<file path="src/rtl/serial_subtractor_pkg.sv">
// Shared types and defaults for the bit-serial subtractor.
package serial_sub_pkg;

    localparam int DEFAULT_WIDTH = 8;

    // 2'd3 is unused; the FSM recovers from it to IDLE.
    typedef enum logic [1:0] {
        IDLE  = 2'd0,
        SHIFT = 2'd1,
        DONE  = 2'd2
    } state_e;

endpackage

</file>
<file path="src/rtl/serial_subtractor_if.sv">
// Request/result bundle between a requester (master) and the serial subtractor (slave).
interface serial_subtractor_if
    import serial_sub_pkg::*;
#(
    parameter int WIDTH = DEFAULT_WIDTH
);

    logic             start;
    logic [WIDTH-1:0] a;
    logic [WIDTH-1:0] b;
    logic             busy;
    logic             done;
    logic [WIDTH-1:0] diff;
    logic             borrow_out;

    modport master (
        output start, a, b,
        input  busy, done, diff, borrow_out
    );

    modport slave (
        input  start, a, b,
        output busy, done, diff, borrow_out
    );

endinterface

</file>
<file path="src/rtl/serial_subtractor_cell.sv">
// Single-bit full subtractor: d = x - y - bin, bout set when the bit underflows.
module full_sub_cell (
    input  logic x,
    input  logic y,
    input  logic bin,
    output logic d,
    output logic bout
);

    assign d    = x ^ y ^ bin;
    assign bout = (~x & y) | (~(x ^ y) & bin);

endmodule

</file>
<file path="src/rtl/serial_subtractor.sv">
// Bit-serial a - b: one full subtractor cell iterated LSB-first over WIDTH clocks.
module serial_subtractor
    import serial_sub_pkg::*;
#(
    parameter int WIDTH = DEFAULT_WIDTH
) (
    input  logic                clk,
    input  logic                rst,
    serial_subtractor_if.slave  bus
);

    localparam int CNT_W = $clog2(WIDTH + 1);

    state_e             state_q, state_d;
    logic [WIDTH-1:0]   a_sh_q, b_sh_q, d_sh_q, d_sh_d;
    logic [WIDTH-1:0]   diff_q;
    logic               bor_q, borrow_q;
    logic [CNT_W-1:0]   cnt_q;
    logic               last;
    logic               cell_d, cell_bout;
    logic               busy, done;

    full_sub_cell u_cell (
        .x    (a_sh_q[0]),
        .y    (b_sh_q[0]),
        .bin  (bor_q),
        .d    (cell_d),
        .bout (cell_bout)
    );

    assign last   = (cnt_q == CNT_W'(WIDTH - 1));
    assign d_sh_d = {cell_d, d_sh_q[WIDTH-1:1]};

    always_ff @(posedge clk or posedge rst) begin
        if (rst) begin
            state_q <= IDLE;
        end else begin
            state_q <= state_d;
        end
    end

    always_comb begin
        state_d = state_q;
        case (state_q)
            IDLE:    if (bus.start) state_d = SHIFT;
            SHIFT:   if (last) state_d = DONE;
            DONE:    state_d = IDLE;
            default: state_d = IDLE;
        endcase
    end

    always_comb begin
        busy = (state_q != IDLE);
        done = (state_q == DONE);
    end

    // Result registers are written only on the final shift, so they hold across idle periods.
    always_ff @(posedge clk or posedge rst) begin
        if (rst) begin
            a_sh_q   <= '0;
            b_sh_q   <= '0;
            d_sh_q   <= '0;
            bor_q    <= 1'b0;
            cnt_q    <= '0;
            diff_q   <= '0;
            borrow_q <= 1'b0;
        end else begin
            case (state_q)
                IDLE: begin
                    if (bus.start) begin
                        a_sh_q <= bus.a;
                        b_sh_q <= bus.b;
                        d_sh_q <= '0;
                        bor_q  <= 1'b0;
                        cnt_q  <= '0;
                    end
                end
                SHIFT: begin
                    a_sh_q <= a_sh_q >> 1;
                    b_sh_q <= b_sh_q >> 1;
                    d_sh_q <= d_sh_d;
                    bor_q  <= cell_bout;
                    cnt_q  <= cnt_q + CNT_W'(1);
                    if (last) begin
                        diff_q   <= d_sh_d;
                        borrow_q <= cell_bout;
                    end
                end
                default: ;
            endcase
        end
    end

    assign bus.busy       = busy;
    assign bus.done       = done;
    assign bus.diff       = diff_q;
    assign bus.borrow_out = borrow_q;

endmodule

</file>
<file path="src/flat_wrapper.sv">
// flat-port wrapper written by rule: the top's interface ports become plain ports
module serial_subtractor_flat import serial_sub_pkg::*;
#(
    parameter int WIDTH = DEFAULT_WIDTH
)
  (clk, rst, bus_start, bus_a, bus_b, bus_busy, bus_done, bus_diff, bus_borrow_out);
  serial_subtractor_if #(.WIDTH(WIDTH)) bus_i ();
  input  logic clk;
  input  logic rst;
  input wire logic [$bits(bus_i.start)-1:0] bus_start;
  input wire logic [$bits(bus_i.a)-1:0] bus_a;
  input wire logic [$bits(bus_i.b)-1:0] bus_b;
  output wire logic [$bits(bus_i.busy)-1:0] bus_busy;
  output wire logic [$bits(bus_i.done)-1:0] bus_done;
  output wire logic [$bits(bus_i.diff)-1:0] bus_diff;
  output wire logic [$bits(bus_i.borrow_out)-1:0] bus_borrow_out;
  assign bus_i.start = bus_start;
  assign bus_i.a = bus_a;
  assign bus_i.b = bus_b;
  assign bus_busy = bus_i.busy;
  assign bus_done = bus_i.done;
  assign bus_diff = bus_i.diff;
  assign bus_borrow_out = bus_i.borrow_out;
  serial_subtractor #(.WIDTH(WIDTH)) u_core (.clk(clk), .rst(rst), .bus(bus_i));
endmodule
</file>
<file path="config.mk">
export PLATFORM = sky130hd
export DESIGN_NAME = serial_subtractor_flat
export DESIGN_NICKNAME = d
export VERILOG_FILES = /design/src/rtl/serial_subtractor_pkg.sv /design/src/rtl/serial_subtractor_if.sv /design/src/rtl/serial_subtractor_cell.sv /design/src/rtl/serial_subtractor.sv /design/src/flat_wrapper.sv
export SDC_FILE = /design/constraint.sdc
export NUM_CORES = 1
export LEC_CHECK = 0
export BUFFER_PORTS_ARGS = -buffer_cell sky130_fd_sc_hd__buf_2
export CORE_ASPECT_RATIO = 1.2
export CORE_UTILIZATION = 45
export DETAILED_ROUTE_END_ITERATION = 8
export GPL_TIMING_DRIVEN = 0
export PLACE_DENSITY = 0.63
export SLEW_MARGIN = 20
export SYNTH_ARGS = -nofsm -noshare
export SYNTH_HDL_FRONTEND = slang
export SYNTH_SLANG_ARGS = --single-unit
</file>
<file path="constraint.sdc">
create_clock -name clk -period 2 [get_ports clk]
set_input_delay 0 -clock clk [delete_from_list [all_inputs] [get_ports clk]]
set_output_delay 0 -clock clk [all_outputs]
set_load 0.03 [all_outputs]
</file>
---- Yosys cells after proc, flatten, opt, wreduce, memory -nomap -nowiden ----
Cells that the tools add are included.
operators by class
  add/sub/neg operators ................... 1
  reduce and logical (&&, ||, !) cells .... 6
  muxes and demuxes ....................... 13
  bitwise operators ....................... 7
  equal/unequal tests ..................... 5
operator list
  cell                 number
  $pmux 8 s2           3
  $mux 8               3
  $pmux 4 s2           1
  $reduce_and 2->1     3
  $add 4x1->4 const B  1
  $eq 4x3->1 const B   1
  $mux 2               2
  $mux 4               1
  $pmux 2 s2           1
  $reduce_bool 2->1    2
  $and 1x1->1          2
  $eq 2x1->1 const B   1
  $eq 2x2->1 const B   1
  $logic_not 2->1      1
  $ne 2x1->1 const B   1
  $ne 2x2->1 const B   1
  $not 1->1            2
  $pmux 1 s2           1
  $xor 1x1->1          2
  $mux 1               1
  $or 1x1->1           1
storage, ports and cells
  output and inout port bits .............. 11
  logic and storage cells ................. 40
  register bits after elaboration ......... 40

---- Logic depth before layout (Yosys ltp) ----
Gate-level depths: netlist (run 1).
  depth in word-level cells ............... 5
  gate-level depth with buffers ........... 5
  depth with buffers taken out ............ 3

---- Hierarchy ----
From an unflattened synthesis (run 1), not the netlist that was laid out.
second synthesis, totals
  cell total of the unflattened synthesis .. 155
  area total of the unflattened synthesis .. 1,731.7 um2
modules (own cells, without submodules)
  module             area each (um2)  cells each  times used  sequential area each (um2)
  serial_subtractor  1,700.4          151         1           975.9
  full_sub_cell      31.3             4           1           0.0

---- Least setup slack after synthesis (run 1) ----
Ideal clock, no wire load.
  path type ............................... reg2reg
  from .................................... register u_core.state_q[1]
  to ...................................... register u_core.diff_q[0] (netlist: u_core.bus.diff[0])
  stages on the path, launching flop included .. 6
  path slack .............................. 0.564 ns
  buffers on the path ..................... 2
  arrival time ............................ 1.311 ns
  period minus slack after synthesis ...... 1.436 ns
  setup time .............................. 0.125 ns
  path through ............................ dfrtp_1 and2b_1 buf_6 and4_4 buf_8 mux2_4
between the ends
  word-level cells in the longest chain between the ends .. 2
ends and longest elaborated chain
  element                            RTL line                 RTL
  start, declared                    serial_subtractor.sv:14  state_e state_q, state_d;
  start signal, assigned             serial_subtractor.sv:38  state_q <= state_d;
  $eq 2x1->1                         serial_subtractor.sv:68  case (state_q)
  $reduce_and 2->1 (no source line)  n/a
  end signal, assigned               serial_subtractor.sv:85  diff_q <= d_sh_d;
  end, declared                      serial_subtractor.sv:16  logic [WIDTH-1:0] diff_q;
No other way between the ends.
A chain may end at the register's enable or synchronous reset.

---- Final worst setup path (run 1) ----
  from .................................... register u_core.state_q[0]
  to ...................................... output port bus_done
between the ends
  word-level cells in the longest chain between the ends .. 1
ends and longest elaborated chain
  element        RTL line                 RTL
  $eq 2x2->1     serial_subtractor.sv:54  done = (state_q == DONE);
  end, declared  flat_wrapper.sv:14       output wire logic [$bits(bus_i.done)-1:0] bus_done;
No other way between the ends.

==> metrics.yaml, run 1 <==
ff2ff_setup_slack_ns: 0.49
die_h_um: 69.74
synth_top_area_share: 0.5673
clockBufferDepth: 2
period_minus_slack_ns: 1.611
viasPerCell: 5.244
synth-seq-cells: 39
worstMarginPinSlew_ns: 0.4447
report.final.slew_viol_count: 0
synth_cells: 145
final_cell_area_sq_um: 2088
dp_slack_ns: 0.4792
grt_use_total: 0.1873
synthDistinctLibCells: 30
fillCellCount: 321
clockRootBuffer: "clkbuf_8"
ys_warn_count: 0
grt_pass1_wl_mm: 5.775
max_slew_margin: 0.7033
status: "finished clean"
worstPathRequired_ns: 2.00
grt_max_degree: 25
drt_wl_total_mm: 3.307
seq_area_sq_um: 975.9
clkSinkCount: 39
firstDrtPassIters: 4
end_kind: "output port"
drtIter0Drc: 27
postLayoutCoreUtil: 0.5747
overflow: 0
grt.busiest_layer: "met2"
cts_buffers: 5
final_cell_mix: "39 x dfrtp_1, 32 x buf_2, 14 x nand2_1, 14 x o21ai_0, 10 x a21oi_1"
routedWlPerCell_um: 13.89
detail-route-antenna-nets: 0
async_flop_share: 1.000
drive_gt1_frac: 0.2957
cp-start-kind: "register"
peakVddDrop_mv: 0.5578
rows: 24
drv_cap: 0
clock_skew_ns: 0.004767
place.gp.congestion: 0.7830
p_per_area_nw_per_um2: 1428
met2_usage: 0.2861
stdcell_count: 238
hold_ws_ns: 0.01831
antenna_found_initial: 0
grtUsageMet3: 0.05597
post_cts_buffers: 0
synth_area_leaders: "dfrtp_1 57%, mux2_4 7.0%, a22o_1 4.6%, and3b_1 4.6%, o21ai_0 4.1%"
seq_area_frac_synth: 0.5673
htreeDepth: 2
cts_tree: "done"
total_power_mw: 2.982
pin_count: 30
dieArea_sq_um: 4076
io_buffers: 29
start_util: 0.4735
multi_input_area_sq_um: 658.1
hold_viol: 0
met1_usage: 0.2454
rsz0062_at_grt: "false"
fmax_mhz: 620.8
period_share: 0.8054
syn-cell-area_sq_um: 1720
syn-num-nets: 166
place_area_sq_um: 1958
p_leak_nw: 1.019
layout_commonest_cell: "dfrtp_1"
setup_ws_ns: 0.3891
die_w_um: 58.45
dp.cells: 227
setup-tns-final_ns: 0
syn_to_final_growth_pct: 21.38
arrival_ns: 1.61
synth_top_area_cell: "dfrtp_1"
nets: 206
synth_flop_cell: "dfrtp_1"
antenna_cells: 0
hp-class: "in2reg"
syn_area_per_cell_sq_um: 11.86
dp_hpwl_mm: 2.405
setup_viol: 0
path_max_fanout: 10
grt_pass1_vias: 1274
insertion_delay_ns: 0.28
cts_resized: 0
vias: 1248
synth_enable_flop_cells: 0
crit_type: "reg2out"
path_clk_slew_ns: 0.07
core_area_sq_um: 3633
drc: 0
==> sequential cells by signal, indices dropped and copies added, names as in the netlist <==
| name | count |
|---|---|
| u_core.state_q | 2 |
| u_core.bor_q | 1 |
| u_core.a_sh_q | 8 |
| u_core.b_sh_q | 8 |
| u_core.bus.borrow_out | 1 |
| u_core.d_sh_q | 7 |
| u_core.bus.diff | 8 |
| u_core.cnt_q | 4 |
==> cell usage after synthesis, types with 2 or more instances <==
cell,instances
a22o_1,9
clkbuf_1,4
a21oi_1,10
a32o_1,2
o21ai_0,14
mux2_4,8
nor2_1,2
a22oi_1,5
nand2_1,14
inv_1,7
and3b_1,9
dfrtp_1,39
buf_2,3
o22ai_1,2
nor2b_1,2
==> cell type report <==
cell class | instances | area share
inverters | 7 | 0.01258
well taps | 52 | 0.03116
multi-input cells | 89 | 0.3152
plain buffers | 10 | 0.02876
repair buffers | 33 | 0.09706
flip-flops and latches | 39 | 0.4673
clock buffers | 8 | 0.04793
==> logic make-up (layout without fill, tap and decap cells) <==
group | after synthesis | in the layout | share of synthesized area
and+or+nand+nor | 32 | 32 | 0.1091
DFF | 39 | 39 | 0.5673
buffers and inverters | 17 | 58 | 0.05017
muxes | 10 | 10 | 0.08218
AOI/OAI and AO/OA | 45 | 45 | 0.1724
adders and majority gates | 2 | 2 | 0.01891
==> report_power, final <==
| part | internal (mW) | switching (mW) |
|---|---|---|
| clock | 0.314 | 0.252 |
| sequential | 1.09 | 0.190 |
| combinational | 0.529 | 0.605 |
| total | 1.94 | 1.05 |
==> per-layer routing <==
layer / vias to the layer above / wire, um
met4: 0 / 59
li1: 598 / -
met3: 10 / 124
met1: 610 / 1523
met5: - / 0
met2: 30 / 1599
==> critical path: stages, from the launching register on <==
cell     delay [ns]
dfrtp_1        0.42
buf_2          0.25
buf_1          0.38
nor2b_1        0.08
buf_2          0.19
==> worst paths after layout <==
| check | start | to | depth (start not counted) |
|---|---|---|---|
| setup / recovery | u_core.state_q[0] | bus_done | 4 |
| hold / removal | bus_a[1] | u_core.a_sh_q[1] | 3 |
| setup reg to reg | u_core.state_q[1] | u_core.a_sh_q[3] | 5 |
| hold reg to reg | u_core.a_sh_q[1] | u_core.a_sh_q[1] | 2 |
| max in group asynchronous | rst | u_core.cnt_q[2] | 4 |
| min in group asynchronous | rst | u_core.bus.diff[6] | 3 |
==> timing repair <==
item	in CTS	in global routing
endpoints found under the setup margin	0	0
hold endpoints to repair	17	0
hold buffers	3	0
(Power assumes the default switching activity.)
==> inputs of run 2 (changes only) <==
==> constraint.sdc (replaced) <==
create_clock -name clk -period 1.5 [get_ports clk]
set_input_delay 0 -clock clk [delete_from_list [all_inputs] [get_ports clk]]
set_output_delay 0 -clock clk [all_outputs]
set_load 0.03 [all_outputs]
==> run 2 against run 1 <==
Sequential power rose by 34%. Die area did not move. Register-to-register slack got worse by 0.49 ns. Utilization rose by 1.7 points. Combinational power rose by 42%. Sequential share of layout area fell by 1.3 points. Worst setup slack got worse by 0.39 ns. Worst hold slack got worse by 0.0012 ns. Clock-buffer cell count did not move. Highest routed layer unchanged.
==> metrics.yaml, run 2 (synthesis gave the netlist of run 1 again) <==
multi_input_area_sq_um: 658.1  # unchanged
clockRootBuffer: "clkbuf_8"
hold_depth: 3  # unchanged
clockBufferDepth: 2  # unchanged
clock_skew_ns: 0.002071  # -0.002695 ns
insertion_delay_ns: 0.28  # about the same
peakVddDrop_mv: 0.7442  # +33%
arrival_ns: 1.67  # +0.06 ns
viasPerCell: 5.194  # -0.94%
final_cell_mix: "38 x dfrtp_1, 31 x buf_2, 14 x nand2_1, 14 x o21ai_0, 10 x a21oi_1"
hp-class: "in2reg"
grt_max_degree: 25  # unchanged
rows: 24  # unchanged
grt.busiest_layer: "met2"
critical-path-top-delay-family: "simple AND/OR/NAND/NOR gates"
drive_gt1_frac: 0.3263  # +0.03062
pin_count: 30  # unchanged
setup_viol: 0  # unchanged
antenna_found_initial: 0  # unchanged
max_slew_margin: 0.7073  # +0.003981
vias: 1257  # +0.72%
overflow: 0  # unchanged
p_per_area_nw_per_um2: 1894  # +33%
drc: 0  # unchanged
cp-start-kind: "register"
core_area_sq_um: 3633  # unchanged
path_max_fanout: 5  # -5
period_minus_slack_ns: 1.496
crit_chain: "and2b_1 -> buf_6 -> and4_4 -> clkbuf_16 -> mux2_4"
syn_to_final_growth_pct: 24.95
worstMarginPinSlew_ns: 0.4387  # -0.005967 ns
crit_buf_inv: 2  # -1
io_buffers: 29  # unchanged
path_clk_slew_ns: 0.07  # about the same
met2_usage: 0.2874  # +0.001277
layout_commonest_cell: "dfrtp_1"
die_w_um: 58.45  # unchanged
drt_wl_total_mm: 3.441  # +4.1%
worstPathRequired_ns: 1.67  # -0.33 ns
postLayoutCoreUtil: 0.5916  # +0.01687
clkSinkCount: 39  # unchanged
critPathSlowestCell: "dfrtp_1"
seq_area_sq_um: 977.2  # +0.13%
place.gp.congestion: 0.7830  # unchanged
grt_pass1_vias: 1287  # +1.0%
dp_hpwl_mm: 2.405  # unchanged
htreeDepth: 2  # unchanged
cts_buffers: 5  # unchanged
status: "finished clean"
period_share: 0.9974
stdcell_count: 242  # +1.7%
dieArea_sq_um: 4076  # unchanged
rsz0062_at_grt: "true"
grt_use_total: 0.1876  # +0.0003885
met1_usage: 0.2454  # unchanged
die_h_um: 69.74  # unchanged
critical_path.max_stage_delay_ns: 0.38  # -0.04 ns
crit_type: "reg2reg"
start_util: 0.4735  # unchanged
cts_tree: "done"
firstDrtPassIters: 4  # unchanged
fillCellCount: 312  # -2.8%
nets: 210  # +1.9%
p_leak_nw: 1.051  # +3.1%
path_depth: 5  # +1
grtUsageMet3: 0.05597  # unchanged
hold_viol: 0  # unchanged
r2r_cells: 5  # unchanged
drtIter0Drc: 38  # +41%
drv_cap: 0  # unchanged
place_area_sq_um: 1958  # unchanged
dp.cells: 227  # unchanged
grt_pass1_wl_mm: 5.789  # +0.24%
antenna_cells: 0  # unchanged
end_kind: "register"
fmax_mhz: 668.4
routedWlPerCell_um: 14.22  # +2.3%
final_cell_area_sq_um: 2150  # +2.9%
detail-route-antenna-nets: 0  # unchanged
report.final.slew_viol_count: 0  # unchanged
[run 2: layout make-up]
type | instances | area share
clock buffers | 8 | 0.04657
plain buffers | 10 | 0.03260
multi-input cells | 89 | 0.3062
flip-flops and latches | 39 | 0.4546
repair buffers | 37 | 0.1176
well taps | 52 | 0.03027
inverters | 7 | 0.01222
[run 2: stage by stage]
step | total power, mW | hold slack [ns] | setup slack (ns) | TNS (ns)
global route | 4.348 | 0.01667 | -0.04790 | -0.3639
detailed placement | 3.261 | 0.001913 | -0.02082 | -0.08925
finish | 4.071 | 0.01715 | 0.003864 | 0
floorplan | 2.845 | 0.1697 | 0.06364 | 0
global placement | 3.185 | 0.2545 | -0.002100 | -0.002100
CTS | 4.041 | 0.01608 | -0.002590 | -0.004402
[run 2: final timing paths]
| kind | from | end | slack, ns |
|---|---|---|---|
| max | u_core.state_q[1] | u_core.bus.diff[3] | 0.004 |
| max in group asynchronous | rst | u_core.state_q[0] | 0.81 |
| max reg2reg | u_core.state_q[1] | u_core.bus.diff[3] | 0.004 |
| min | bus_a[1] | u_core.a_sh_q[1] | 0.02 |
| min reg2reg | u_core.a_sh_q[1] | u_core.a_sh_q[1] | 0.48 |
| min in group asynchronous | rst | u_core.bus.diff[6] | 0.24 |
[run 2: report_power, final]
group | internal, mW | switching, mW | total, mW
clock | 0.419 | 0.341 | 0.760
sequential | 1.46 | 0.256 | 1.71
combinational | 0.772 | 0.825 | 1.60
[run 2: worst min-delay path, cell delays in order]
cell and delay, ns:
buf_2 0.08, a22oi_1 0.05, o21ai_0 0.14
[run 2: per-layer routing]
| layer | wire length, um | part of all wire | up-vias |
|---|---|---|---|
| met4 | 68 | 0.020 | 0 |
| met5 | 0 | 0 | - |
| met2 | 1716 | 0.50 | 30 |
| met1 | 1535 | 0.45 | 608 |
| li1 | - | - | 607 |
| met3 | 121 | 0.035 | 12 |
[run 2: timing repair]
item,CTS,global route
setup endpoints to repair,29,18
hold buffers,3,0
cloned,0,1
hold endpoints to repair,17,0
buffers inserted,1,2
resized for setup,3,3
==> inputs of run 3 (changes only) <==
--- a/config.mk
+++ b/config.mk
@@ -10,6 +10,7 @@
 export CORE_UTILIZATION = 45
 export DETAILED_ROUTE_END_ITERATION = 8
 export GPL_TIMING_DRIVEN = 0
+export HOLD_SLACK_MARGIN = 0.06
 export PLACE_DENSITY = 0.63
 export SLEW_MARGIN = 20
 export SYNTH_ARGS = -nofsm -noshare
==> run 3 against run 2 <==
Clock power is essentially flat. Flip-flop and latch count unchanged. Global-route usage rose by 0.12 points. Via count increased by 1.8%. Sequential power hardly changed. Wire length rose by 0.70%. Clock-buffer cell count unchanged. Critical path type unchanged. Critical endpoint unchanged.
==> metrics.yaml, run 3 (synthesis gave the netlist of run 1 again) <==
status: "finished clean"
drt_wl_total_mm: 3.465  # +0.70%
hp-class: "in2reg"
ff2ff_setup_slack_ns: 0.004  # about the same
period_minus_slack_ns: 1.496  # -0.0001071 ns
r2r_cells: 5  # unchanged
dieArea_sq_um: 4076  # unchanged
worstPathRequired_ns: 1.67  # about the same
viasPerCell: 5.178  # -0.31%
cts_buffers: 5  # unchanged
rows: 24  # unchanged
fillCellCount: 310  # -0.64%
hp-start: "bus_b[4]"
vias: 1279  # +1.8%
crit_type: "reg2reg"
insertion_delay_ns: 0.28  # about the same
drive_gt1_frac: 0.3179  # -0.008367
path_clk_slew_ns: 0.07  # about the same
clkSinkCount: 39  # unchanged
layout_commonest_cell: "dfrtp_1"
multi_input_area_sq_um: 658.1  # unchanged
min_to: "u_core.b_sh_q[4]"
die_w_um: 58.45  # unchanged
path_max_fanout: 5  # unchanged
fmax_mhz: 668.4  # about the same
syn_to_final_growth_pct: 27.85
setup_ws_ns: 0.003972  # +0.0001071 ns
seq_area_sq_um: 977.2  # unchanged
met1_usage: 0.2441  # -0.001239
dp_hpwl_mm: 2.405  # unchanged
grtUsageMet3: 0.05597  # unchanged
htreeDepth: 2  # unchanged
final_cell_mix: "38 x dfrtp_1, 31 x buf_2, 14 x nand2_1, 14 x o21ai_0, 10 x a21oi_1"
worstMarginPinSlew_ns: 0.4387  # unchanged
report.final.slew_viol_count: 0  # unchanged
grt_use_total: 0.1888  # +0.001166
routedWlPerCell_um: 14.03  # -1.3%
reg2reg_to: "u_core.bus.diff[3]"
grt_max_degree: 25  # unchanged
pin_count: 30  # unchanged
grt_pass1_vias: 1305  # +1.4%
met2_usage: 0.2925  # +0.005109
drv_cap: 0  # unchanged
core_area_sq_um: 3633  # unchanged
antenna_cells: 0  # unchanged
rr_startpoint: "u_core.state_q[1]"
cts_tree: "done"
clockRootBuffer: "clkbuf_8"
clockBufferDepth: 2  # unchanged
detail-route-antenna-nets: 0  # unchanged
drc: 0  # unchanged
arrival_ns: 1.67  # about the same
end_kind: "register"
hold_viol: 0  # unchanged
grt_pass1_wl_mm: 5.830  # +0.71%
io_buffers: 29  # unchanged
peakVddDrop_mv: 0.7442  # about the same
drtIter0Drc: 26  # -32%
clock_skew_ns: 0.001990  # -0.00008124 ns
nets: 215  # +2.4%
place.gp.congestion: 0.7830  # unchanged
p_per_area_nw_per_um2: 1855  # -2.1%
antenna_found_initial: 0  # unchanged
start_util: 0.4735  # unchanged
firstDrtPassIters: 4  # unchanged
p_leak_nw: 1.072  # +2.0%
dp_slack_ns: -0.02082  # unchanged
hold_depth: 4  # +1
max_slew_margin: 0.7073  # unchanged
postLayoutCoreUtil: 0.6054  # +0.01377
grt.busiest_layer: "met2"
setup_viol: 0  # unchanged
cp-start-kind: "register"
rsz0062_at_grt: "true"
overflow: 0  # unchanged
period_share: 0.9974  # about the same
die_h_um: 69.74  # unchanged
## run 3: cell count changes in the layout (fill, tap and decap cells not counted), sizes merged
cell | before | now
dlygate4sd3 | 3 | 8
## run 3: what timing repair did
action | 4_1_cts | 5_1_grt
resized for setup | 3 | 3
endpoints found under the setup margin | 29 | 18
buffers inserted | 1 | 2
hold endpoints to repair | 46 | 0
gates cloned | 0 | 1
hold buffers | 8 | 0
## run 3: final cells by class
cell class / count / share of cell area
flip-flops and latches: 39 / 0.4443
multi-input cells: 89 / 0.2992
repair buffers: 42 / 0.1377
clock buffers: 8 / 0.04551
plain buffers: 10 / 0.03185
well taps: 52 / 0.02958
inverters: 7 / 0.01195
## run 3: metal layers
metal  wire length [um]  vias to the layer above
li1                   -                      616
met1               1530                      621
met2               1747                       30
met3                119                       12
met4                 68                        0
met5                  0                        -
## run 3: critical path, cell delays in order, from the launching register on
cell,delay (ns)
dfrtp_1,0.38
and2b_1,0.20
buf_6,0.11
and4_4,0.26
clkbuf_16,0.15
mux2_4,0.29
## run 3: power by group
| part | switching [mW] | internal [mW] |
|---|---|---|
| logic | 0.826 | 0.781 |
| registers | 0.256 | 1.46 |
| clock network | 0.341 | 0.419 |
## run 3: metrics by stage
stage	cell area (sq um)	total power [mW]	hold slack [ns]	setup TNS, ns	cells
after floorplan	1720	2.845	0.1697	0	145
after global placement	1931	3.185	0.2545	-0.002100	226
after detailed placement	1958	3.261	0.001913	-0.08925	227
after CTS	2153	4.051	0.1212	-0.004402	244
after global routing	2200	4.358	0.1686	-0.3639	247
final	2200	4.080	0.1243	0	247
## run 3: worst max-delay path by stage
stage                      start                 end  slack (ns)  cells after the start
2_1_floorplan  u_core.state_q[1]  u_core.bus.diff[0]        0.06                      5
3_5_place_dp   u_core.state_q[1]    u_core.a_sh_q[3]       -0.02                      5
4_1_cts        u_core.state_q[0]  u_core.bus.diff[1]      -0.003                      5
5_1_grt        u_core.state_q[1]  u_core.bus.diff[3]       -0.05                      5
3_3_place_gp   u_core.state_q[1]   u_core.state_q[0]      -0.002                      4
6_report       u_core.state_q[1]  u_core.bus.diff[3]       0.004                      5
